`src/rtl/mem_port_arbiter_pkg.sv`:
```
// Shared types and constants for the two-requester byte-memory arbiter.
package mem_port_arbiter_pkg;

    // Arbiter / byte sequencer states.
    typedef enum logic [1:0] {
        IDLE  = 2'd0,
        BYTE0 = 2'd1,
        BYTE1 = 2'd2,
        DONE  = 2'd3
    } arb_state_t;

    // Owner of the access currently in flight.
    typedef enum logic {
        REQ_IF = 1'b0,
        REQ_OP = 1'b1
    } req_sel_t;

    // Default number of back-to-back operand grants allowed while fetch waits.
    localparam int unsigned MAX_OP_BURST_DEFAULT = 2;

    // Width of a counter that must hold values 0..max_burst.
    function automatic int unsigned burst_cnt_width(input int unsigned max_burst);
        return (max_burst < 1) ? 1 : $clog2(max_burst + 1);
    endfunction

endpackage

```
`src/rtl/mem_port_arbiter.sv`:
```
// Arbitrates an instruction-fetch port and an operand port onto a single
// byte-wide memory, sequencing 16-bit words as two big-endian byte accesses.
module mem_port_arbiter
    import mem_port_arbiter_pkg::*;
#(
    parameter int unsigned MAX_OP_BURST = MAX_OP_BURST_DEFAULT
) (
    input  logic        clk,
    input  logic        reset_n,
    // instruction fetch port
    input  logic        if_req,
    input  logic [15:0] if_addr,
    output logic        if_gnt,
    output logic        if_done,
    output logic [15:0] if_rdata,
    // operand port
    input  logic        op_req,
    input  logic [15:0] op_addr,
    input  logic        op_we,
    input  logic        op_byte,
    input  logic [15:0] op_wdata,
    output logic        op_gnt,
    output logic        op_done,
    output logic        op_err,
    output logic [15:0] op_rdata,
    // byte memory port
    output logic        mem_en,
    output logic        mem_we,
    output logic [15:0] mem_addr,
    output logic [7:0]  mem_wdata,
    input  logic [7:0]  mem_rdata,
    output logic        busy
);

    localparam int unsigned     CW          = burst_cnt_width(MAX_OP_BURST);
    localparam logic [CW-1:0]   BURST_LIMIT = CW'(MAX_OP_BURST);

    arb_state_t     r_state;
    arb_state_t     w_next_state;
    req_sel_t       r_owner;
    logic [15:0]    r_addr;
    logic [15:0]    r_wdata;
    logic           r_we;
    logic           r_byte;
    logic [7:0]     r_hi;
    logic [CW-1:0]  r_burst;
    logic [15:0]    r_if_rdata;
    logic [15:0]    r_op_rdata;

    logic           w_arb_en;
    logic           w_op_wins;
    logic           w_if_wins;
    logic           w_op_odd;
    logic [15:0]    w_rdata;

    // Arbitration: operand first unless fetch has waited through a full burst.
    // Gated by reset_n so no grant or error can pulse while reset is held.
    always_comb begin
        w_arb_en  = reset_n && (r_state == IDLE);
        w_op_wins = w_arb_en && op_req && !(if_req && (r_burst >= BURST_LIMIT));
        w_if_wins = w_arb_en && if_req && !w_op_wins;
        w_op_odd  = w_op_wins && !op_byte && op_addr[0];
    end

    // State register.
    always_ff @(posedge clk or negedge reset_n) begin
        if (!reset_n) begin
            r_state <= IDLE;
        end else begin
            r_state <= w_next_state;
        end
    end

    // Next-state and per-state memory / handshake outputs.
    always_comb begin
        w_next_state = r_state;
        if_gnt       = 1'b0;
        op_gnt       = 1'b0;
        op_err       = 1'b0;
        if_done      = 1'b0;
        op_done      = 1'b0;
        mem_en       = 1'b0;
        mem_we       = 1'b0;
        mem_addr     = r_addr;
        mem_wdata    = r_wdata[7:0];
        busy         = (r_state != IDLE);
        case (r_state)
            IDLE: begin
                if_gnt = w_if_wins;
                op_gnt = w_op_wins;
                op_err = w_op_odd;
                if (w_if_wins || (w_op_wins && !w_op_odd)) begin
                    w_next_state = BYTE0;
                end
            end
            BYTE0: begin
                mem_en       = 1'b1;
                mem_we       = r_we;
                mem_wdata    = r_byte ? r_wdata[7:0] : r_wdata[15:8];
                w_next_state = r_byte ? DONE : BYTE1;
            end
            BYTE1: begin
                mem_en       = 1'b1;
                mem_we       = r_we;
                mem_addr     = r_addr + 16'd1;
                w_next_state = DONE;
            end
            DONE: begin
                if_done      = (r_owner == REQ_IF);
                op_done      = (r_owner == REQ_OP);
                w_next_state = IDLE;
            end
            default: begin
                w_next_state = IDLE;
            end
        endcase
    end

    // Latch the winning request's controls at grant time.
    always_ff @(posedge clk or negedge reset_n) begin
        if (!reset_n) begin
            r_owner <= REQ_IF;
            r_addr  <= '0;
            r_wdata <= '0;
            r_we    <= 1'b0;
            r_byte  <= 1'b0;
        end else if (w_op_wins) begin
            r_owner <= REQ_OP;
            r_addr  <= op_addr;
            r_wdata <= op_wdata;
            r_we    <= op_we;
            r_byte  <= op_byte;
        end else if (w_if_wins) begin
            r_owner <= REQ_IF;
            r_addr  <= if_addr & 16'hFFFE;
            r_we    <= 1'b0;
            r_byte  <= 1'b0;
        end
    end

    // Burst counter: counts operand grants that made a waiting fetch lose.
    always_ff @(posedge clk or negedge reset_n) begin
        if (!reset_n) begin
            r_burst <= '0;
        end else if (w_if_wins || ((r_state == IDLE) && !if_req)) begin
            r_burst <= '0;
        end else if (w_op_wins && if_req && (r_burst < BURST_LIMIT)) begin
            r_burst <= r_burst + 1'b1;
        end
    end

    // High byte arrives in BYTE1 (read data lags mem_en by one cycle).
    always_ff @(posedge clk or negedge reset_n) begin
        if (!reset_n) begin
            r_hi <= '0;
        end else if (r_state == BYTE1) begin
            r_hi <= mem_rdata;
        end
    end

    // Assembled read word; the low (or only) byte is live on mem_rdata in DONE.
    always_comb begin
        w_rdata = r_byte ? {8'h00, mem_rdata} : {r_hi, mem_rdata};
    end

    // Hold registers keep the last delivered word between completions.
    always_ff @(posedge clk or negedge reset_n) begin
        if (!reset_n) begin
            r_if_rdata <= '0;
            r_op_rdata <= '0;
        end else if (r_state == DONE) begin
            if (r_owner == REQ_IF) begin
                r_if_rdata <= w_rdata;
            end else begin
                r_op_rdata <= w_rdata;
            end
        end
    end

    // rdata is valid combinationally in the done cycle, then held.
    always_comb begin
        if_rdata = ((r_state == DONE) && (r_owner == REQ_IF)) ? w_rdata : r_if_rdata;
        op_rdata = ((r_state == DONE) && (r_owner == REQ_OP)) ? w_rdata : r_op_rdata;
    end

endmodule

```
`config.mk`:
```
export PLATFORM = sky130hd
export DESIGN_NAME = mem_port_arbiter
export DESIGN_NICKNAME = d
export VERILOG_FILES = /design/src/rtl/mem_port_arbiter_pkg.sv /design/src/rtl/mem_port_arbiter.sv
export SDC_FILE = /design/constraint.sdc
export NUM_CORES = 1
export LEC_CHECK = 0
export ABC_CLOCK_PERIOD_IN_PS = 2400
export CAP_MARGIN = 5
export CORE_MARGIN = 2
export CORE_UTILIZATION = 45
export DETAILED_ROUTE_END_ITERATION = 7
export PLACE_DENSITY = 0.8
export SETUP_SLACK_MARGIN = 0.02
export SLEW_MARGIN = 20
export SYNTH_ARGS = -nofsm -noshare
export SYNTH_HDL_FRONTEND = slang
export SYNTH_SLANG_ARGS = --single-unit
export TNS_END_PERCENT = 100
```
`constraint.sdc`:
```
create_clock -name clk -period 2.4 [get_ports clk]
set_input_delay 0.48 -clock clk [delete_from_list [all_inputs] [get_ports clk]]
set_output_delay 0.48 -clock clk [all_outputs]
set_load 0.05 [all_outputs]
```
==> metrics.txt <==
outcome=finished with violations; failing checks=setup timing; maximum number of pins on one net before global-route repair=61; f_max=411 MHz; mean number of vias per cell=5.07; leading cell types in the layout, fill and taps excluded=nand2_1, dfrtp_1, clkdlybuf4s50_1, buf_12, buf_4; areal power density over the cells=1670 nW/um^2; dominant combinational cell family by area after synthesis=simple AND/OR/NAND/NOR gates; total of flip-flops plus latches after synthesis=79; most common library cell in the layout ignoring fill and taps=nand2_1; number of synthesized flops with an enable pin=0; average footprint of a synthesized cell=10.6 um^2; fin worst setup slack=-0.0315 ns; RD Place Congestion=0.778; startpoint type of the worst setup path=register; xor/xnor cell area share of the yosys netlist=0.0358; Static Leak=0.00290 uW; placement row count=32; count of mapped cells out of synthesis=347; Skew-Pair Late Insertion Delay=0.35 ns; Slew HR=0.497; Antenna Diode Count=0; Max clock buf depth=2; biggest fanout along the worst timing path=4; Hold Violations, Final=0; number of routed nets with antenna violations=0; Die Wd=94.2 um; Seq/Total Area, Yosys=0.539; area enclosed by the die boundary=8880 um^2; initial cell density of the core=0.469; global-route total usage across every layer=0.215; final design instance area without fill=6030 um^2; sum of overflow across all layers after global routing=0; number of distinct library cells after synthesis=30; total of warnings raised by yosys=0; final cell utilization of the core=0.772; via count of the routed design=3034; fraction of layout cells with a size suffix above 1=0.355; share of the clock period used by the worst path=1.01; post-detail-place hpwl=6640 um; first-pass GRT wire length=14600 um; aggregate routed wire length=9690 um; Placed Instances=570; Worst Clk Skew=0.00898 ns; WP data required=1.92 ns; max_cap viols=0; post-synthesis to final-layout area growth=64.5%; area post-placement=5420 um^2; Die Y=94.2 um; Buffers on Ports=124; number of global-route vias before repair=3051; root buffer selected by CTS=clkbuf_8; fin crit period=2.43 ns; Tightest Hold Check Type=in -> async; Design Power=10100 uW; number of detailed-route iterations in the first pass=4; Main synth FF type=dfrtp_1; DR DRC count=0; Worst Max-Slew Pin Slew=0.754 ns; simple-gate share of the synthesized area=0.151; nets=560; Num CTS Buffers=9; top-level port count=126; TritonCTS sink count=79; Peak supply drop=0.00102 V; Post-Synth Adder-Cell Area=0.0239; setup repair after global routing missed its margin=yes; mux share of post-synthesis cell area=0.148; nature of the critical path endpoint=primary output; critical path class=reg -> out; Iteration-0 DRC Markers=124; post-synthesis async set-or-reset flop share=1.00; H-tree depth=3; total core area=7810 um^2; clock-pin transition on the worst setup and hold timing paths=0.08 ns; average detailed-routed wire length per instance=16.2 um; Crit path arrival time=1.95 ns; complex-gate fraction of the synthesized area=0.0700; post-synthesis instance area=3660 um^2; number of antenna violations at the first check in global routing=0; post-synthesis net count=416; number of endpoints failing setup at the final stage=4; clock tree from TritonCTS=built; cts hold-fix bufs=0; Final Max Slew Viols=0; non-filler cells, final=598
==> kinds of logic (layout without fill, tap and decap cells) <==
kind of cell / count (synthesis) / count (layout)
adder cells (fa/ha/maj): 7 / 7
buffers and inverters: 27 / 176
AND/OR/NAND/NOR: 126 / 126
flip-flops: 79 / 79
XOR/XNOR: 15 / 15
AO/OA/AOI/OAI: 43 / 43
multiplexers: 50 / 50
==> layout make-up <==
type | count | area, um^2
fillers | 500 | 1780
repair buffers | 150 | 1880
flip-flops and latches | 79 | 1980
clock buffers | 11 | 141
multi-input cells | 241 | 1810
inverters | 10 | 37.5
well taps | 102 | 128
clock inverters | 5 | 57.6
==> sequential cells by signal, indices dropped and copies added, names as in the netlist <==
signal      count
r_state         2
r_we            1
r_addr         16
r_wdata        16
r_byte          1
r_hi            8
r_burst         2
r_owner         1
r_if_rdata     16
r_op_rdata     16
==> where the power goes <==
part | switching (uW) | internal, uW | leakage [uW]
combinational | 3830 | 2930 | 0.00183
sequential | 385 | 1950 | 0.000973
clock | 482 | 507 | 0.0000916
==> metrics by stage <==
step	hold WS, ns	TNS [ns]	setup slack [ns]
5_1_grt	0.135	-0.763	-0.0982
3_5_place_dp	0.458	0	0.0870
4_1_cts	0.122	-0.0883	-0.0250
3_3_place_gp	0.453	0	0.135
6_report	0.126	-0.0835	-0.0315
2_1_floorplan	0.184	-1.91	-0.148
==> cell usage after synthesis (2+ instances only) <==
cell type  instances  area, um^2
a22o_1             3        26.3
buf_2              9        45.0
clkbuf_1           7        26.3
dfrtp_1           79        1980
ha_1               7        87.6
inv_1              9        33.8
mux2_2            33         372
mux2i_1           16         160
nand2_1           89         334
nand2b_1          10        62.6
nand3_1            7        35.0
nand4_1            6        37.5
nor2_1             8        30.0
nor3_1             2        10.0
o21ai_0           28         140
o21ai_1            6        30.0
o31ai_1            2        15.0
xnor2_1           12         105
xor2_1             3        26.3
==> metal layers <==
metal  wire [um]  vias to the layer above  global-route usage
met1        3950                     1471               0.264
met4         154                        0              0.0797
met5           0                        -                   0
li1            -                     1459                   -
met2        5070                       91               0.369
met3         524                       13              0.0498
==> path summary, 6_finish.rpt <==
check | from | slack (ns) | endpoint | cells after the start
worst max-delay path | r_state[0] | -0.03 | mem_addr[7] | 8
worst min-delay path | reset_n | 0.13 | r_wdata[15] | 2
worst max register to register | r_state[0] | 0.62 | r_addr[1] | 7
worst min register to register | r_wdata[12] | 0.47 | r_wdata[12] | 2
max in group asynchronous | reset_n | 1.16 | r_state[1] | 3
min in group clk | reset_n | 0.47 | r_owner | 3
==> critical path: stages, from the launching register on <==
cell,delay (ns)
dfrtp_1,0.40
inv_2,0.08
ha_4,0.15
nand4_1,0.13
buf_4,0.18
nor2_4,0.17
buf_4,0.15
xor2_2,0.17
buf_12,0.16
==> what timing repair did <==
action | in CTS | in global routing
buffers inserted | 6 | 2
resized for setup | 34 | 41
gates cloned | 0 | 4
pin swaps | 12 | 9
setup endpoints to repair | 20 | 47
Power figures use the tool's default switching activity.
